$ cat src/rtl/rv_instr_encoder_pkg.sv
`default_nettype none
// ============================================================================
// Module   : rv_enc_pkg
// Brief    : Op codes, RV32I opcode/funct fields and FSM state codes.
// Revision : 1.0 - initial release
// ============================================================================
package rv_enc_pkg;

    localparam logic [3:0] OP_ADD  = 4'd0;
    localparam logic [3:0] OP_SUB  = 4'd1;
    localparam logic [3:0] OP_ADDI = 4'd2;
    localparam logic [3:0] OP_LW   = 4'd3;
    localparam logic [3:0] OP_SW   = 4'd4;
    localparam logic [3:0] OP_BEQ  = 4'd5;
    localparam logic [3:0] OP_AND  = 4'd6;
    localparam logic [3:0] OP_OR   = 4'd7;

    localparam logic [6:0] OPC_OP     = 7'b0110011;
    localparam logic [6:0] OPC_OPIMM  = 7'b0010011;
    localparam logic [6:0] OPC_LOAD   = 7'b0000011;
    localparam logic [6:0] OPC_STORE  = 7'b0100011;
    localparam logic [6:0] OPC_BRANCH = 7'b1100011;

    localparam logic [2:0] F3_ADD = 3'b000;
    localparam logic [2:0] F3_AND = 3'b111;
    localparam logic [2:0] F3_OR  = 3'b110;
    localparam logic [2:0] F3_W   = 3'b010;
    localparam logic [2:0] F3_BEQ = 3'b000;

    localparam logic [6:0] F7_BASE = 7'h00;
    localparam logic [6:0] F7_SUB  = 7'h20;

    // One-hot codes double as the debug values seen on cur/next.
    typedef enum logic [7:0] {
        ST_IDLE   = 8'h01,
        ST_ACCEPT = 8'h02,
        ST_ENCODE = 8'h04,
        ST_WRITE  = 8'h08,
        ST_FULL   = 8'h10
    } state_t;

    function automatic logic [31:0] pack_r(input logic [6:0] f7, input logic [4:0] rs2,
                                           input logic [4:0] rs1, input logic [2:0] f3,
                                           input logic [4:0] rd);
        return {f7, rs2, rs1, f3, rd, OPC_OP};
    endfunction

endpackage
`default_nettype wire

$ cat src/rtl/rv_instr_encoder_if.sv
`default_nettype none
// ============================================================================
// Module   : rv_instr_encoder_if
// Brief    : Field-bundle handshake plus instruction-memory write port.
// Revision : 1.0 - initial release
// ============================================================================
interface rv_instr_encoder_if #(
    parameter int ADDR_W = 5
);
    logic              in_valid;
    logic              in_ready;
    logic [3:0]        op;
    logic [4:0]        rd;
    logic [4:0]        rs1;
    logic [4:0]        rs2;
    logic [11:0]       imm;
    logic              mem_we;
    logic [ADDR_W-1:0] mem_addr;
    logic [31:0]       mem_wdata;

    modport master (
        output in_valid, op, rd, rs1, rs2, imm,
        input  in_ready, mem_we, mem_addr, mem_wdata
    );

    modport slave (
        input  in_valid, op, rd, rs1, rs2, imm,
        output in_ready, mem_we, mem_addr, mem_wdata
    );
endinterface
`default_nettype wire

$ cat src/rtl/rv_instr_encoder_field_pack.sv
`default_nettype none
// ============================================================================
// Module   : rv_field_pack
// Brief    : Combinational RV32I field assembler; flags unsupported op codes.
// Revision : 1.0 - initial release
// ============================================================================
module rv_field_pack
    import rv_enc_pkg::*;
(
    input  wire logic [3:0]  i_op,
    input  wire logic [4:0]  i_rd,
    input  wire logic [4:0]  i_rs1,
    input  wire logic [4:0]  i_rs2,
    input  wire logic [11:0] i_imm,
    output logic      [31:0] o_word,
    output logic             o_illegal
);

    always_comb begin
        o_word    = 32'h0;
        o_illegal = 1'b0;
        case (i_op)
            OP_ADD:  o_word = pack_r(F7_BASE, i_rs2, i_rs1, F3_ADD, i_rd);
            OP_SUB:  o_word = pack_r(F7_SUB,  i_rs2, i_rs1, F3_ADD, i_rd);
            OP_AND:  o_word = pack_r(F7_BASE, i_rs2, i_rs1, F3_AND, i_rd);
            OP_OR:   o_word = pack_r(F7_BASE, i_rs2, i_rs1, F3_OR,  i_rd);
            OP_ADDI: o_word = {i_imm, i_rs1, F3_ADD, i_rd, OPC_OPIMM};
            OP_LW:   o_word = {i_imm, i_rs1, F3_W, i_rd, OPC_LOAD};
            OP_SW:   o_word = {i_imm[11:5], i_rs2, i_rs1, F3_W, i_imm[4:0], OPC_STORE};
            // imm carries offset[12:1], so imm[11] is offset bit 12 and imm[10] is bit 11.
            OP_BEQ:  o_word = {i_imm[11], i_imm[9:4], i_rs2, i_rs1, F3_BEQ,
                               i_imm[3:0], i_imm[10], OPC_BRANCH};
            default: o_illegal = 1'b1;
        endcase
    end

endmodule
`default_nettype wire

$ cat src/rtl/rv_instr_encoder.sv
`default_nettype none
// ============================================================================
// Module   : rv_instr_encoder
// Brief    : Assembles RV32I words and writes them sequentially to IMEM.
// Revision : 1.0 - initial release
// ============================================================================
module rv_instr_encoder
    import rv_enc_pkg::*;
#(
    parameter int DEPTH  = 32,
    parameter int ADDR_W = 5
) (
    input  wire logic         clk,
    input  wire logic         reset,
    input  wire logic         start,
    rv_instr_encoder_if.slave bus,
    output logic [ADDR_W:0]   count,
    output logic              full,
    output logic              err,
    output logic [7:0]        cur,
    output logic [7:0]        next
);

    localparam logic [ADDR_W:0] C_DEPTH = (ADDR_W + 1)'(DEPTH);

    state_t            r_state;
    state_t            w_next;
    logic [3:0]        r_op;
    logic [4:0]        r_rd;
    logic [4:0]        r_rs1;
    logic [4:0]        r_rs2;
    logic [11:0]       r_imm;
    logic [31:0]       r_wdata;
    logic [ADDR_W:0]   r_count;
    logic              r_err;
    logic              w_capture;
    logic              w_load;
    logic              w_write;
    logic              w_set_err;
    logic [31:0]       w_word;
    logic              w_illegal;

    rv_field_pack u_pack (
        .i_op      (r_op),
        .i_rd      (r_rd),
        .i_rs1     (r_rs1),
        .i_rs2     (r_rs2),
        .i_imm     (r_imm),
        .o_word    (w_word),
        .o_illegal (w_illegal)
    );

    always_ff @(posedge clk) begin
        if (!reset) begin
            r_state <= ST_IDLE;
            r_op    <= 4'h0;
            r_rd    <= 5'h0;
            r_rs1   <= 5'h0;
            r_rs2   <= 5'h0;
            r_imm   <= 12'h0;
            r_wdata <= 32'h0;
            r_count <= '0;
            r_err   <= 1'b0;
        end else begin
            r_state <= w_next;
            if (w_capture) begin
                r_op  <= bus.op;
                r_rd  <= bus.rd;
                r_rs1 <= bus.rs1;
                r_rs2 <= bus.rs2;
                r_imm <= bus.imm;
            end
            if (w_load) begin
                r_wdata <= w_word;
            end
            if (start) begin
                r_count <= '0;
                r_err   <= 1'b0;
            end else begin
                if (w_write) begin
                    r_count <= r_count + 1'b1;
                end
                if (w_set_err) begin
                    r_err <= 1'b1;
                end
            end
        end
    end

    // start wins in every state, which also suppresses the write strobe.
    always_comb begin
        w_next    = r_state;
        w_capture = 1'b0;
        w_load    = 1'b0;
        w_write   = 1'b0;
        w_set_err = 1'b0;
        case (r_state)
            ST_IDLE: begin
                if (start) w_next = ST_ACCEPT;
            end
            ST_ACCEPT: begin
                if (start) begin
                    w_next = ST_ACCEPT;
                end else if (bus.in_valid) begin
                    w_capture = 1'b1;
                    w_next    = ST_ENCODE;
                end
            end
            ST_ENCODE: begin
                if (start) begin
                    w_next = ST_ACCEPT;
                end else if (w_illegal) begin
                    w_set_err = 1'b1;
                    w_next    = ST_ACCEPT;
                end else begin
                    w_load = 1'b1;
                    w_next = ST_WRITE;
                end
            end
            ST_WRITE: begin
                if (start) begin
                    w_next = ST_ACCEPT;
                end else begin
                    w_write = 1'b1;
                    w_next  = (r_count + 1'b1 == C_DEPTH) ? ST_FULL : ST_ACCEPT;
                end
            end
            ST_FULL: begin
                if (start) w_next = ST_ACCEPT;
            end
            default: w_next = ST_IDLE;
        endcase
    end

    assign bus.in_ready  = (r_state == ST_ACCEPT);
    assign bus.mem_we    = w_write;
    assign bus.mem_addr  = r_count[ADDR_W-1:0];
    assign bus.mem_wdata = r_wdata;
    assign count         = r_count;
    assign full          = (r_count == C_DEPTH);
    assign err           = r_err;
    assign cur           = r_state;
    assign next          = w_next;

endmodule
`default_nettype wire
$ cat src/flat_wrapper.sv
// flat-port wrapper written by rule: the top's interface ports become plain ports
module rv_instr_encoder_flat import rv_enc_pkg::*;
#(
    parameter int DEPTH  = 32,
    parameter int ADDR_W = 5
)
  (clk, reset, start, count, full, err, cur, next, bus_in_valid, bus_op, bus_rd, bus_rs1, bus_rs2, bus_imm, bus_in_ready, bus_mem_we, bus_mem_addr, bus_mem_wdata);
  rv_instr_encoder_if #(.ADDR_W(ADDR_W)) bus_i ();
  input  wire logic clk;
  input  wire logic reset;
  input  wire logic start;
  output logic [ADDR_W:0] count;
  output logic full;
  output logic err;
  output logic [7:0] cur;
  output logic [7:0] next;
  input wire logic [$bits(bus_i.in_valid)-1:0] bus_in_valid;
  input wire logic [$bits(bus_i.op)-1:0] bus_op;
  input wire logic [$bits(bus_i.rd)-1:0] bus_rd;
  input wire logic [$bits(bus_i.rs1)-1:0] bus_rs1;
  input wire logic [$bits(bus_i.rs2)-1:0] bus_rs2;
  input wire logic [$bits(bus_i.imm)-1:0] bus_imm;
  output wire logic [$bits(bus_i.in_ready)-1:0] bus_in_ready;
  output wire logic [$bits(bus_i.mem_we)-1:0] bus_mem_we;
  output wire logic [$bits(bus_i.mem_addr)-1:0] bus_mem_addr;
  output wire logic [$bits(bus_i.mem_wdata)-1:0] bus_mem_wdata;
  assign bus_i.in_valid = bus_in_valid;
  assign bus_i.op = bus_op;
  assign bus_i.rd = bus_rd;
  assign bus_i.rs1 = bus_rs1;
  assign bus_i.rs2 = bus_rs2;
  assign bus_i.imm = bus_imm;
  assign bus_in_ready = bus_i.in_ready;
  assign bus_mem_we = bus_i.mem_we;
  assign bus_mem_addr = bus_i.mem_addr;
  assign bus_mem_wdata = bus_i.mem_wdata;
  rv_instr_encoder #(.DEPTH(DEPTH), .ADDR_W(ADDR_W)) u_core (.clk(clk), .reset(reset), .start(start), .bus(bus_i), .count(count), .full(full), .err(err), .cur(cur), .next(next));
endmodule
$ cat config.mk
export PLATFORM = sky130hd
export DESIGN_NAME = rv_instr_encoder_flat
export DESIGN_NICKNAME = d
export VERILOG_FILES = /design/src/rtl/rv_instr_encoder_pkg.sv /design/src/rtl/rv_instr_encoder_if.sv /design/src/rtl/rv_instr_encoder_field_pack.sv /design/src/rtl/rv_instr_encoder.sv /design/src/flat_wrapper.sv
export SDC_FILE = /design/constraint.sdc
export NUM_CORES = 1
export LEC_CHECK = 0
export ABC_AREA = 1
export CORE_AREA = 2 2 89 91
export DETAILED_ROUTE_END_ITERATION = 6
export DIE_AREA = 0 0 91 93
export GPL_TIMING_DRIVEN = 0
export PLACE_DENSITY = 0.84
export RECOVER_POWER = 25
export SLEW_MARGIN = 20
export SYNTH_ARGS = -nofsm -noshare
export SYNTH_HDL_FRONTEND = slang
export SYNTH_HIERARCHICAL = 1
export SYNTH_SLANG_ARGS = --single-unit
export TNS_END_PERCENT = 5
$ cat constraint.sdc
create_clock -name clk -period 3.7 [get_ports clk]
set_clock_uncertainty 0.1 [all_clocks]
set_input_delay 0.74 -clock clk [delete_from_list [all_inputs] [get_ports clk]]
set_output_delay 0.74 -clock clk [all_outputs]
set_load 0.1 [all_outputs]
==> results_dict.tcl, run 1 <==
set metrics [dict create \
    synth-xor-area-share_pct 0.492 \
    synth-adder-area-share_pct 1.05 \
    dieArea_um2 8460 \
    route.met3.wl_um 557 \
    place_area_um2 4640 \
    detailed_place_hpwl_mm 6.62 \
    drt-pass1-iter-count 4 \
    drive_gt1_share_pct 9.02 \
    grt_pass1_wl_mm 14.2 \
    synthCells 509 \
    antenna_found_initial 0 \
    post_synth.cell_area_avg_um2 7.00 \
    gr-total-overflow 0 \
    path_max_fanout 5 \
    hp-class "reg2reg" \
    synth-compound-area-share_pct 12.5 \
    critical_path_class "reg2out" \
    ant_nets 0 \
    clkTransAtPathRegs_ns 0.08 \
    async_flop_share_pct 0 \
    cts_buffers 9 \
    cp.arrival_ns 2.67 \
    fin_tns_setup_ns 0 \
    muxShareOfSynthArea_pct 0 \
    rsz0062_at_grt "no" \
    r2r_slack_ns 1.75 \
    root_buffer "clkbuf_8" \
    setup_ws_ns 0.190 \
    final_max_slew_viol_count 0 \
    fin_crit_sh_pct 94.9 \
    ys_types 30 \
    critical_path_buf_inv_count 1 \
    max_cap_violations 0 \
    status "finished, final reports clean" \
    max_freq_ghz 0.285 \
    vias 3553 \
    hold_viol_final 0 \
    synth_most_common_cell "nor2_1" \
    wirelength_mm 8.73 \
    ys_ff_latch 78 \
    nets 656 \
    layout_min_cycle_time_ns 3.51 \
    relSlewSlack_pct 31.6 \
    synth_top_family_by_area "simple AND/OR/NAND/NOR gates" \
    slowest_stage "clkdlybuf4s50_1" \
    routabilityCongestion 0.903 \
    cts_sinks 78 \
    synth_ff_type "dfxtp_1" \
    area_delta_synth_final_pct 34.8 \
    ys_seq_area_share_pct 43.8 \
    drtIter0Drc 180 \
    vdd_ir_drop_max_mv 0.186 \
    dr_wl_met2_mm 4.19 \
    initial_utilization_pct 47.3 \
    core_um2 7530 \
    synth_common_cells "nor2_1, dfxtp_1, o21ai_0" \
    p_leak_nw 2.17 \
    max_stage_delay_ns 1.13 \
    cts-hold-fix-buffers 0 \
    crit_path_frequent_cell "nand3_1" \
    clockBufferDepth 2 \
    syn_area_um2 3560 \
    port-buffer-count 92 \
    htreeDepth 3 \
    ios 98 \
    pre_cts_ws_ns -0.227 \
    critPathRequiredTime_ns 2.86 \
    synth_top_cell_by_area "dfxtp_1" \
    grtUsageTotal_pct 20.6 \
    end_kind "output pin" \
    met1_length_mm 3.89 \
    finalSetupViolCount 0 \
    synth_top_area_share_pct 43.8 \
    path_cells "nor2_1 -> nand3_1 -> o21ai_0 -> nand3_1 -> nand2_1 -> clkdlybuf4s50_1" \
    ys_warn_count 6 \
    start_kind "flop" \
    worst_pin_slew_ns 1.02 \
    synth_area_leaders "dfxtp_1, nor2_1, o21ai_0" \
    num_rows 32 \
    vias_per_cell 4.91 \
    die_y_um 93 \
    highest_layer "met4" \
    die_width_um 91 \
    post-route-cell-area_um2 4800 \
    critPathTopFamily "buffers and inverters" \
    diodes 0 \
    cts_tree "done" \
    wl_per_cell_um 12.1 \
    total_power_mw 1.55 \
    yosys.area_share.simple_pct 31.8 \
    drc 0 \
    synth_edf_count 0 \
    pwr_density_cell_nw_per_um2 322 \
    grt_pass1_vias 3240 \
    grt_start_max_net_pins 13 \
    clkLatencyLatePin_ns 0.34 \
]
==> registers in the layout (all words and copies together) (netlist names), 4 cells and up <==
signal	cells
u_core/r_op	4
u_core/r_imm	12
u_core/count	6
u_core/cur	8
u_core/r_rs2	5
u_core/r_rs1	5
u_core/r_rd	5
u_core/bus.mem_wdata	32
==> what timing repair did <==
item,CTS,global route
gates resized for setup,3,3
setup buffers,0,0
endpoints found under the setup margin,3,2
hold endpoints to repair,0,0
==> layer usage <==
layer,up-vias,global-route usage [%]
met5,-,0
met4,0,7.45
met3,9,4.27
met2,125,35.6
met1,1620,25.3
li1,1799,-
==> final timing paths <==
kind                                    start                                    to  cells past startpoint
setup / recovery     u_core/cur[0]$_SDFF_PN1_                               next[0]                      6
hold / removal    u_core/r_rd[3]$_SDFFE_PN0P_           u_core/r_rd[3]$_SDFFE_PN0P_                      2
setup reg to reg     u_core/cur[1]$_SDFF_PN0_  u_core/bus.mem_wdata[4]$_SDFFE_PN0P_                      9
hold reg to reg   u_core/r_rd[3]$_SDFFE_PN0P_           u_core/r_rd[3]$_SDFFE_PN0P_                      2
==> worst reg2reg max path: stages (launching register included) <==
cell	delay [ns]
dfxtp_1	0.34
inv_1	0.12
nand2_1	0.09
nor2_1	0.09
nand2_1	0.12
nor3_4	0.27
inv_1	0.18
clkbuf_1	0.26
nor2_1	0.21
nor2_1	0.07
==> per-stage QoR <==
stage | std cells | hold slack [ns] | utilization (%)
after detailed placement | 709 | 0.375 | 61.6
after global routing | 723 | 0.411 | 63.8
after global placement | 709 | 0.366 | 61.6
after floorplan | 515 | 0.355 | -
final | 723 | 0.393 | 63.8
after CTS | 723 | 0.392 | 63.9
==> where the power goes <==
group / switching [mW] / internal (mW)
combinational: 0.0662 / 0.0463
sequential: 0.00181 / 0.841
clock: 0.288 / 0.303
==> layout by cell type (no fill, tap or decap), drive strengths merged, types with 2 or more instances in the layout <==
master	Yosys	final
clkinv	2	3
clkbuf	12	27
dfxtp	78	78
clkinvlp	0	2
clkdlybuf4s50	0	87
nand2	75	75
dlygate4sd2	0	2
ha	3	3
nor2	162	162
a31oi	2	2
nand3	22	22
o21ai	76	76
inv	37	37
a21oi	8	8
nor3	4	4
conb	2	8
buf	22	18
xor2	2	2
==> layout make-up <==
| type | count | area [um^2] |
|---|---|---|
| plain buffers | 34 | 200 |
| well taps | 102 | 128 |
| repair buffers | 92 | 916 |
| inverters | 39 | 155 |
| fillers | 682 | 2720 |
| clock buffers | 10 | 128 |
| clock inverters | 4 | 50.0 |
| flip-flops and latches | 78 | 1560 |
| multi-input cells | 364 | 1670 |
==> cells by family (layout without fill, tap and decap cells) <==
family,count (synthesis),in the layout
AOI/OAI and AO/OA,87,87
xor gates and xnor gates,2,2
adders and majority gates,3,3
buffers and inverters,73,179
DFF,78,78
other,2,8
and+or+nand+nor,264,264
Note: power is estimated with default switching activity, not from simulation.
==> run 2: changes to the inputs <==
--- a/config.mk
+++ b/config.mk
@@ -6,11 +6,15 @@
 export NUM_CORES = 1
 export LEC_CHECK = 0
 export ABC_AREA = 1
-export CORE_AREA = 2 2 89 91
+export CELL_PAD_IN_SITES_DETAIL_PLACEMENT = 0
+export CELL_PAD_IN_SITES_GLOBAL_PLACEMENT = 1
+export CORE_AREA = 2 2 102 104
+export CTS_BUF_LIST = sky130_fd_sc_hd__clkbuf_8
 export DETAILED_ROUTE_END_ITERATION = 6
-export DIE_AREA = 0 0 91 93
+export DIE_AREA = 0 0 104 106
+export GPL_ROUTABILITY_DRIVEN = 0
 export GPL_TIMING_DRIVEN = 0
-export PLACE_DENSITY = 0.84
+export PLACE_DENSITY = 0.9
 export RECOVER_POWER = 25
 export SLEW_MARGIN = 20
 export SYNTH_ARGS = -nofsm -noshare
==> run 2 against run 1 <==
Compared with the run above: combinational power about the same; design area increased by 2.7%; register-to-register slack got worse by 0.08 ns; global-route usage decreased by 3.3 points; setup slack got worse by 0.017 ns; first-iteration DRC count decreased by 33%; critical endpoint unchanged; highest routed layer unchanged.
==> results_dict.tcl, run 2 (same netlist as run 1, synthesis figures left out) <==
set metrics [dict create \
    status "finished, final reports clean" \
    vdd_ir_drop_max_mv 0.223 \
    num_rows 37 \
    path_cells "nor2_1 -> nand3_1 -> o21ai_0 -> nand3_1 -> nand2_1 -> clkdlybuf4s50_1" \
    fin_tns_setup_ns 0 \
    pwr_density_cell_nw_per_um2 362 \
    place_area_um2 4680 \
    critical_path_class "reg2out" \
    nets 656 \
    clkTransAtPathRegs_ns 0.08 \
    crit_path_end "next[0]" \
    critPathRequiredTime_ns 2.86 \
    max_cap_violations 0 \
    drtIter0Drc 121 \
    r2r_slack_ns 1.67 \
    initial_utilization_pct 35.6 \
    detailed_place_hpwl_mm 6.94 \
    largest_register_ffs 32 \
    reg2reg_to "u_core/bus.mem_wdata[4]$_SDFFE_PN0P_" \
    reg2reg_depth 9 \
    gr-total-overflow 0 \
    grt_pass1_wl_mm 15.5 \
    critPathTopFamily "buffers and inverters" \
    rsz0062_at_grt "no" \
    die_width_um 104 \
    max_stage_delay_ns 1.13 \
    relSlewSlack_pct 32.8 \
    slowest_stage "clkdlybuf4s50_1" \
    antenna_found_initial 0 \
    hp-class "reg2reg" \
    area_delta_synth_final_pct 38.4 \
    layout_common_cells "nor2_1, clkdlybuf4s50_1, dfxtp_1" \
    crit_path_start "u_core/cur[0]$_SDFF_PN1_" \
    clkLatencyLatePin_ns 0.35 \
    cts_tree "done" \
    path_max_fanout 5 \
    final_common_cell "nor2_1" \
    grt_start_max_net_pins 14 \
    grtUsageTotal_pct 17.3 \
    port-buffer-count 92 \
    wirelength_mm 9.10 \
    vias 3453 \
    cts_sinks 78 \
    start_kind "flop" \
    cts-hold-fix-buffers 0 \
    end_kind "output pin" \
    final_cells 759 \
    fin_crit_sh_pct 95.3 \
    core_um2 10000 \
    layout_min_cycle_time_ns 3.53 \
    path_depth 6 \
    critical_path_buf_inv_count 1 \
    root_buffer "clkbuf_8" \
    die_y_um 106 \
    drive_gt1_share_pct 9.15 \
    finalSetupViolCount 0 \
    htreeDepth 3 \
    wl_per_cell_um 12.0 \
    vias_per_cell 4.55 \
    ant_nets 0 \
    ff_latch_area_um2 1560 \
    clockBufferDepth 2 \
    worst_pin_slew_ns 1.01 \
    fill_cells 1028 \
    whs_ns 0.393 \
    cts_buffers 9 \
    p_leak_nw 2.23 \
    post-route-cell-area_um2 4930 \
    drc 0 \
    crit_path_frequent_cell "nand3_1" \
    final_max_slew_viol_count 0 \
    cp.arrival_ns 2.69 \
    ios 98 \
    drt-pass1-iter-count 4 \
    post-route-util_pct 49.3 \
    max_freq_ghz 0.284 \
    diodes 0 \
    rr_startpoint "u_core/cur[1]$_SDFF_PN0_" \
    dp_cells 743 \
    multiInputGateArea_um2 1670 \
    dieArea_um2 11000 \
    grt_pass1_vias 3376 \
    hold_viol_final 0 \
]
run 2: final cells by class:
cell class,count,share of cell area (%)
Clock inverter,7,2.79
Tap cell,136,3.45
Buffer,34,4.03
Clock buffer,9,2.51
Multi-Input combinational cell,364,33.8
Inverter,39,3.15
Sequential cell,78,31.7
Timing Repair Buffer,92,18.6
run 2: metrics by stage:
| step | total power [mW] | setup slack (ns) |
|---|---|---|
| CTS | 1.81 | 0.00173 |
| global placement | 0.975 | -0.240 |
| floorplan | 0.928 | 0.167 |
| detailed placement | 0.976 | -0.237 |
| finish | 1.78 | 0.173 |
| global route | 1.85 | 0.0161 |
run 2: worst min-delay path by stage:
stage	startpoint	to	depth (start not counted)
2_1_floorplan	u_core/r_rs1[0]$_SDFFE_PN0P_	u_core/r_rs1[0]$_SDFFE_PN0P_	2
5_1_grt	u_core/r_rd[1]$_SDFFE_PN0P_	u_core/r_rd[1]$_SDFFE_PN0P_	2
3_3_place_gp	u_core/r_rd[3]$_SDFFE_PN0P_	u_core/r_rd[3]$_SDFFE_PN0P_	2
4_1_cts	u_core/r_rd[3]$_SDFFE_PN0P_	u_core/r_rd[3]$_SDFFE_PN0P_	2
6_report	u_core/r_rs2[0]$_SDFFE_PN0P_	u_core/r_rs2[0]$_SDFFE_PN0P_	2
3_5_place_dp	u_core/r_rd[1]$_SDFFE_PN0P_	u_core/r_rd[1]$_SDFFE_PN0P_	2
run 2: timing repair:
action                     CTS  global route
buffers inserted             0             0
pin swaps                    0             0
setup endpoints to repair    3             3
resized for setup            3             4
run 2: report_power, final:
group / total (mW) / switching, mW / internal [mW]
sequential: 0.843 / 0.00192 / 0.841
combinational: 0.113 / 0.0666 / 0.0463
clock: 0.829 / 0.315 / 0.514
run 2: layer usage:
metal | share of wire, % | track usage [%] | vias to the layer above
li1 | - | - | 1797
met1 | 47 | 21.3 | 1541
met2 | 47 | 29.6 | 110
met3 | 5.9 | 4.60 | 5
met4 | 0.73 | 5.21 | 0
met5 | 0 | 0 | -
run 2: worst min-delay path: stages, from the launching register on:
cell and delay [ns]:
dfxtp_1 0.32, nor2_1 0.09, nor2_1 0.05
==> run 3: changes to the inputs <==
--- a/config.mk
+++ b/config.mk
@@ -8,13 +8,14 @@
 export ABC_AREA = 1
 export CELL_PAD_IN_SITES_DETAIL_PLACEMENT = 0
 export CELL_PAD_IN_SITES_GLOBAL_PLACEMENT = 1
-export CORE_AREA = 2 2 102 104
-export CTS_BUF_LIST = sky130_fd_sc_hd__clkbuf_8
+export CORE_AREA = 2 2 104 106
+export CTS_BUF_LIST = sky130_fd_sc_hd__clkbuf_4 sky130_fd_sc_hd__clkbuf_8
+export CTS_CLUSTER_DIAMETER = 40
 export DETAILED_ROUTE_END_ITERATION = 6
-export DIE_AREA = 0 0 104 106
+export DIE_AREA = 0 0 106 108
 export GPL_ROUTABILITY_DRIVEN = 0
 export GPL_TIMING_DRIVEN = 0
-export PLACE_DENSITY = 0.9
+export PLACE_DENSITY = 0.87
 export RECOVER_POWER = 25
 export SLEW_MARGIN = 20
 export SYNTH_ARGS = -nofsm -noshare
==> constraint.sdc (replaced) <==
create_clock -name clk -period 3.45 [get_ports clk]
set_clock_uncertainty 0.1 [all_clocks]
set_input_delay 0.69 -clock clk [delete_from_list [all_inputs] [get_ports clk]]
set_output_delay 0.69 -clock clk [all_outputs]
set_load 0.1 [all_outputs]
==> run 3 against run 2 <==
Compared with the run above: clock-buffer cell count up 1; clock power shrank 24%; register-to-register slack worse by 0.17 ns; design area is 1.9% lower; largest power group unchanged; largest cell class unchanged; total power decreased by 7.1%.
==> results_dict.tcl, run 3 (same netlist as run 1, synthesis figures left out) <==
set metrics [dict create \
    clkLatencyLatePin_ns 0.34 \
    grtUsageTotal_pct 16.8 \
    fin_tns_setup_ns 0 \
    finalSetupViolCount 0 \
    grt_pass1_wl_mm 15.4 \
    gr-total-overflow 0 \
    clockBufferDepth 2 \
    htreeDepth 3 \
    area_delta_synth_final_pct 35.8 \
    postCtsSetupBuffers 0 \
    reg2reg_depth 9 \
    dieArea_um2 11400 \
    cp.arrival_ns 2.50 \
    ios 98 \
    cts_buffers 9 \
    nets 656 \
    dp_cells 743 \
    vias 3446 \
    root_buffer "clkbuf_8" \
    status "finished, final reports clean" \
    detailed_place_hpwl_mm 6.94 \
    final_cells 759 \
    largest_register_ffs 32 \
    clkTransAtPathRegs_ns 0.08 \
    p_leak_nw 2.14 \
    rr_startpoint "u_core/cur[1]$_SDFF_PN0_" \
    cts_tree "done" \
    wirelength_mm 9.17 \
    pwr_density_cell_nw_per_um2 342 \
    relSlewSlack_pct 31.4 \
    drtIter0Drc 140 \
    ant_nets 0 \
    whs_path_depth 2 \
    cts_sinks 78 \
    layout_min_cycle_time_ns 3.29 \
    die_width_um 106 \
    drc 0 \
    worst_pin_slew_ns 1.03 \
    drt-pass1-iter-count 5 \
    vias_per_cell 4.54 \
    initial_utilization_pct 34.8 \
    vdd_ir_drop_max_mv 0.168 \
    hold_start "u_core/r_rs1[1]$_SDFFE_PN0P_" \
    path_max_fanout 10 \
    grt_start_max_net_pins 15 \
    final_common_cell "nor2_1" \
    critPathRequiredTime_ns 2.66 \
    antenna_found_initial 0 \
    die_y_um 108 \
    core_um2 10200 \
    diodes 0 \
    num_rows 37 \
    max_cap_violations 0 \
    fin_crit_sh_pct 95.5 \
    max_freq_ghz 0.304 \
    hp-class "reg2reg" \
    drive_gt1_share_pct 9.79 \
    grt_pass1_vias 3297 \
    wl_per_cell_um 12.1 \
    critical_path_class "in2out" \
    final_max_slew_viol_count 0 \
    min_to "u_core/r_rs1[1]$_SDFFE_PN0P_" \
    r2r_slack_ns 1.50 \
    rsz0062_at_grt "no" \
    start_kind "primary input" \
    layout_common_cells "nor2_1, clkdlybuf4s50_1, dfxtp_1" \
    port-buffer-count 92 \
    end_kind "output pin" \
    reg2reg_to "u_core/bus.mem_wdata[10]$_SDFFE_PN0P_" \
    hold_viol_final 0 \
]
[run 3: cell count changes in the layout (fill, tap and decap cells not counted), sizes merged]
cell           delta
clkinvlp          +3
inv               +1
clkinv            -1
dlymetal6s2s      -2
clkdlybuf4s15     +1
bufinv            -4
clkbuf            +4
buf               -1
dlygate4sd3       -1
[run 3: critical path, cell delays in order]
cell and delay, ns:
clkdlybuf4s50_1 0.49, inv_1 0.05, nor2_1 0.15, nand2_2 0.16, inv_2 0.13, buf_2 0.24
clkdlybuf4s15_2 0.59
[run 3: cell type report]
type                            count  area (um^2)
Buffer                             34          198
Clock buffer                       10          138
Clock inverter                      6         45.0
Fill cell                        1030         5390
Inverter                           39          155
Multi-Input combinational cell    364         1670
Sequential cell                    78         1560
Tap cell                          136          170
Timing Repair Buffer               92          905
[run 3: per-stage QoR]
stage	hold slack [ns]	util (%)	setup WS, ns	power, mW	instance area (um^2)
after detailed placement	0.372	45.8	-0.399	1.05	4680
final	0.386	47.3	0.157	1.66	4840
after floorplan	0.355	-	-0.0329	0.995	3590
after global placement	0.370	45.8	-0.419	1.05	4680
after CTS	0.393	47.5	0.0759	1.68	4860
after global routing	0.416	47.3	0.0977	1.73	4840
[run 3: worst max path at each step]
| stage | to | depth (start not counted) | slack (ns) | startpoint |
|---|---|---|---|---|
| CTS | next[4] | 7 | 0.08 | u_core/count[0]$_SDFFE_PP0P_ |
| global route | next[2] | 7 | 0.1 | bus_in_valid |
| global placement | next[2] | 7 | -0.42 | bus_in_valid |
| floorplan | bus_mem_we | 4 | -0.03 | u_core/cur[3]$_SDFF_PN0_ |
| detailed placement | next[2] | 7 | -0.40 | bus_in_valid |
| finish | next[2] | 7 | 0.16 | bus_in_valid |
[run 3: routing by layer]
| layer | vias up | global-route usage [%] | routed length, um |
|---|---|---|---|
| li1 | 1795 | - | - |
| met4 | 0 | 4.79 | 53 |
| met1 | 1534 | 21.3 | 4340 |
| met2 | 112 | 29.2 | 4260 |
| met5 | - | 0 | 0 |
| met3 | 5 | 3.19 | 515 |
[run 3: timing repair]
item	in CTS	in global routing
setup endpoints to repair	6	3
cloned	0	0
resized for setup	8	6
hold buffers	0	0
[run 3: report_power, final]
part	total, mW	switching [mW]	internal, mW
Clock	0.634	0.350	0.284
Sequential	0.904	0.00198	0.902
Combinational	0.120	0.0709	0.0495
Total	1.66	0.422	1.24
==> patch 1: new RTL, config.mk and constraints of run 1 <==
`DEPTH` is set to 32 in 2 places; all go to 31.
--- a/src/rtl/rv_instr_encoder.sv
+++ b/src/rtl/rv_instr_encoder.sv
@@ -9,3 +9,3 @@
 #(
-    parameter int DEPTH  = 32,
+    parameter int DEPTH  = 31,
     parameter int ADDR_W = 5
--- a/src/flat_wrapper.sv
+++ b/src/flat_wrapper.sv
@@ -3,3 +3,3 @@
 #(
-    parameter int DEPTH  = 32,
+    parameter int DEPTH  = 31,
     parameter int ADDR_W = 5
Behaviour: no difference found for any inputs over 10 cycles, from zero or initial values and one cycle with reset low; that may be too few to reach the edited logic, so the function may still have changed.
==> patch 1 against run 1 <==
Wire length increased by 5.0%. Sequential cell count unchanged. First-iteration DRC count shrank 25%. Setup slack worse by 0.025 ns. Count of clock-buffer cells in the layout up 3. Critical path type is now input port to output pin. Cell area up 4.1%. Largest cell class unchanged. Area after synthesis up 4.6%. Utilization rose by 2.6 points. Total power grew 9.8%.
==> patch 1: results (changes against run 1) <==
Power
  – Combinational power share: 6.9% (was 7.3%)
  – Sw Pwr: 0.374 mW (was 0.356 mW)
  – Lkg Pwr: 2.14 nW (was 2.17 nW)
  – PD cells: 340 mW/mm^2 (was 322 mW/mm^2)
  – Maximum VDD drop: 0.168 mV (was 0.186 mV)

Synth
  – Yosys Warn Count: 6 (unchanged)
  – Avg Cell Area, Syn: 7.32 sq um (was 7.00 sq um)
  – Post-synth cell types: 35 (was 30)
  – Commonest cells post-synth: 121 x nor2_1, 78 x dfxtp_1, 75 x nand2_1 (was 158 x nor2_1, 78 x dfxtp_1, 73 x o21ai_0)
  – Seq/Total Area, Yosys: 41.9% (was 43.8%)
  – Synth area leaders: dfxtp_1 42%, nor2_1 12%, o21ai_1 7.8% (was dfxtp_1 44%, nor2_1 17%, o21ai_0 10%)
  – Adder-cell share of the synthesized area: 0.671% (was 1.05%)
  – Synth Area in XOR/XNOR: 0% (was 0.492%)
  – Compound-Gate Fraction of Synth Area: 11.8% (was 12.5%)

Final layout
  – Multi-input combinational area share: 35.8% (was 34.7%)
  – Non-clk invs: 36 (was 39)
  – Non-filler instance count after layout: 727 (was 723)
  – Multi-In Gates: 368 (was 364)
  – Fill cells: 665 (was 682)
  – Seq area share: 31.3% (was 32.5%)
  – Layout cell share with drive strength beyond 1: 16.0% (was 9.02%)
  – Multi-input gate area in the final layout: 0.00179 sq mm (was 0.00167 sq mm)
  – Signal buffers: 127 (was 126)
  – CLK BUF: 13 (was 10)
  – Final nets: 657 (was 656)
  – Non-clk buf share: 22.8% (was 23.2%)

Routing
  – Router iterations before antenna repair: 5 (was 4)
  – Initial DRC count: 135 (was 180)
  – Via count: 3591 (was 3553)
  – WL per Instance: 12.6 um (was 12.1 um)

Placed design
  – HPWL after DPL: 6940 um (was 6620 um)
  – DP Worst Slack: -0.369 ns (was -0.227 ns)
  – Cell Area, Placed: 0.00482 sq mm (was 0.00464 sq mm)
  – Placed insts: 711 (was 709)
  – Port bufs: 94 (was 92)
  – RePlAce Congestion: 0.911 (was 0.903)

Global route
  – Vias in the first global route: 3380 (was 3240)
  – First-pass GRT wire length: 15000 um (was 14200 um)
  – Initial antenna violation count: 0 (unchanged)
  – Total track usage: 22.1% (was 20.6%)

Critical path
  – Critical path peak fanout: 7 (was 5)
  – Crit path DAT: 2.69 ns (was 2.67 ns)
  – Worst Reg-to-Reg Cells: 8 (was 9)

Min path
  – Hold Crit Class: flip-flop to flip-flop (unchanged)

Clocking
  – Sink Count: 78 (unchanged)

Status
  – Run status: finished, final reports clean (unchanged)
==> patch 1: changes by cell type after synthesis, sizes merged, moves of 2 or more <==
cell | before | now
xor2 | 2 | 0
nor2 | 162 | 157
nand3 | 22 | 26
clkbuf | 12 | 10
o21ai | 76 | 71
nand2 | 75 | 80
inv | 37 | 34
nand4 | 1 | 5
==> patch 1: per-layer routing <==
layer	GRT usage, %	vias up	share of wire (%)
met5	0	-	0
met1	25.6	1617	42
li1	-	1823	-
met4	7.70	0	1.6
met2	39.8	138	49
met3	5.64	13	7.4
==> patch 1: worst max-delay path, stage by stage <==
cell,delay (ns)
clkdlybuf4s50_1,0.57
inv_1,0.24
nand2_1,0.13
inv_2,0.14
dlygate4sd2_1,0.87
==> patch 1: worst paths after layout <==
path,startpoint,end,slack [ns]
worst max-delay path,start,bus_mem_we,0.17
worst min-delay path,u_core/err,u_core/err,0.36
worst max register to register,u_core/cur[2],u_core/bus.mem_wdata[15],1.37
worst min register to register,u_core/err,u_core/err,0.36
==> patch 2: new RTL, config.mk and constraints of run 1 <==
Made on the original files. Put one more register stage on the output `count`, cleared by the reset. The value now appears one clock later. The other outputs are not delayed to match.
--- a/src/rtl/rv_instr_encoder.sv
+++ b/src/rtl/rv_instr_encoder.sv
@@ -138,3 +138,9 @@
     assign bus.mem_wdata = r_wdata;
-    assign count         = r_count;
+    always_ff @(posedge clk) begin
+        if (!reset) begin
+            count <= '0;
+        end else begin
+            count <= r_count;
+        end
+    end
     assign full          = (r_count == C_DEPTH);
Function: changed (Yosys sat finds a counterexample within 10 cycles, from zero or initial values and one cycle with reset low).
==> patch 2 against run 1 <==
Sequential power increased by 7.6%. Sequential cell count increased by 6. Total power grew 11%. Via count rose by 5.2%. Cell area increased by 4.3%. Clock power up 17%. Area after synthesis rose by 5.3%. Global-route usage is 2.9 points higher. Setup slack worse by 0.095 ns. Wire length grew 10%. Largest cell class unchanged. Highest routed layer unchanged.
==> patch 2: results (changes against run 1) <==
Power
  – Power Internal: 1.33 mW (was 1.19 mW)
  – Lkg Pwr: 2.31 nW (was 2.17 nW)
  – Maximum VDD drop: 0.202 mV (was 0.186 mV)

Synth
  – Seq/Total Area, Yosys: 44.8% (was 43.8%)
  – Commonest cells post-synth: 156 x nor2_1, 84 x dfxtp_1, 76 x nand2_1 (was 158 x nor2_1, 78 x dfxtp_1, 73 x o21ai_0)
  – Yosys Warn Count: 6 (unchanged)
  – Post-synth cell types: 31 (was 30)
  – Post-synthesis async set-or-reset flop share: 0% (unchanged)
  – Most used DFF post-synth: dfxtp_1 (unchanged)
  – Synth area leaders: dfxtp_1 45%, nor2_1 16%, o21ai_0 9.6% (was dfxtp_1 44%, nor2_1 17%, o21ai_0 10%)

Routing
  – Router iterations before antenna repair: 6 (was 4)
  – Initial DRC count: 267 (was 180)
  – Routed Wire Length: 9640 um (was 8730 um)
  – Via count: 3738 (was 3553)

Final layout
  – Layout cell share with drive strength beyond 1: 9.03% (was 9.02%)
  – Antenna cell count: 0 (unchanged)
  – Largest register FFs: 32 (unchanged)
  – Final nets: 676 (was 656)
  – Fill cells: 682 (unchanged)

Placed design
  – Cell Area, Placed: 0.00482 sq mm (was 0.00464 sq mm)
  – Port bufs: 92 (unchanged)
  – HPWL after DPL: 7150 um (was 6620 um)
  – RePlAce Congestion: 0.968 (was 0.903)

Global route
  – Initial antenna violation count: 0 (unchanged)
  – Vias in the first global route: 3683 (was 3240)
  – Total track usage: 23.4% (was 20.6%)
  – First-pass GRT wire length: 15900 um (was 14200 um)
  – Pin count of the biggest net entering global routing: 14 (was 13)

Clocking
  – Root buf cell: clkbuf_8 (unchanged)
  – Clk_lat worst skew: approximately 0.35 ns
  – Max clock buf depth: 2 (unchanged)
  – TritonCTS buffer count: 9 (unchanged)
  – CTS-repair resized insts: 3 (unchanged)
  – H-Tree Depth: 3 (unchanged)
  – Post-CTS setup buffers: 0 (unchanged)
  – Clock transition at path regs: 0.08 ns (about the same)

Critical path
  – Critical path peak fanout: 10 (was 5)
  – Crit path DAT: 2.76 ns (was 2.67 ns)

STA
  – Slew @ Worst Pin: 1.01 ns (was 1.02 ns)

Status
  – Run status: finished, final reports clean (unchanged)

Min path
  – Hold Crit Class: flip-flop to flip-flop (unchanged)
[patch 2: kinds of logic (layout without fill, tap and decap cells)]
family                   after synthesis  count (layout)  synth area share, %
AND/OR/NAND/NOR                      270             270                 31.1
AO/OA/AOI/OAI                         87              87                 11.8
flip-flops                            84              84                 44.8
buffers and inverters                 81             188                 10.6
adder cells (fa/ha/maj)                3               3                 1.00
other                                  2               8                0.200
XOR/XNOR                               2               2                0.467
[patch 2: worst max-delay path, stage by stage]
cell and delay (ns):
clkdlybuf4s50_1 0.49, inv_1 0.05, nor2_1 0.15, nand2_2 0.15, inv_2 0.12, buf_4 0.19, dlygate4sd2_1 0.87
[patch 2: power by group through the flow]
| stage | logic (mW) | registers (mW) | clock network [mW] |
|---|---|---|---|
| after floorplan | 0.0501 | 0.944 | 0 |
| after global placement | 0.114 | 0.928 | 0 |
| after detailed placement | 0.116 | 0.928 | 0 |
| after CTS | 0.117 | 0.907 | 0.696 |
| after global routing | 0.124 | 0.908 | 0.731 |
| final | 0.117 | 0.907 | 0.691 |
[patch 2: final timing paths]
check	startpoint	end	slack (ns)	depth (start not counted)
worst min-delay path	u_core/r_count[4]	u_core/count[4]	0.35	2
worst min register to register	u_core/r_count[4]	u_core/count[4]	0.35	2
worst max register to register	u_core/cur[7]	u_core/bus.mem_wdata[25]	1.76	9
worst max-delay path	bus_in_valid	next[2]	0.1	7
[patch 2: metrics by stage]
stage               worst slack, ns  std cells
floorplan                     0.202        535
global placement             -0.147        729
detailed placement           -0.155        729
CTS                           0.109        744
global route                 0.0104        744
finish                       0.0950        744
[patch 2: area by class of cell]
type	instances	area, sq um	share of cell area, %
repair buffers	92	916	18.3
clock buffers	10	128	2.55
flip-flops and latches	84	1680	33.5
clock inverters	5	77.6	1.55
plain buffers	36	216	4.32
multi-input cells	370	1690	33.7
well taps	102	128	2.55
inverters	45	178	3.54
[patch 2: layer usage]
metal / GRT usage (%) / up-vias / part of all wire, % / routed length (um)
li1: - / 1846 / - / -
met1: 26.1 / 1725 / 39 / 3800
met2: 42.9 / 146 / 51 / 4920
met3: 3.63 / 21 / 7.1 / 688
met4: 12.5 / 0 / 2.4 / 228
met5: 0 / - / 0 / 0
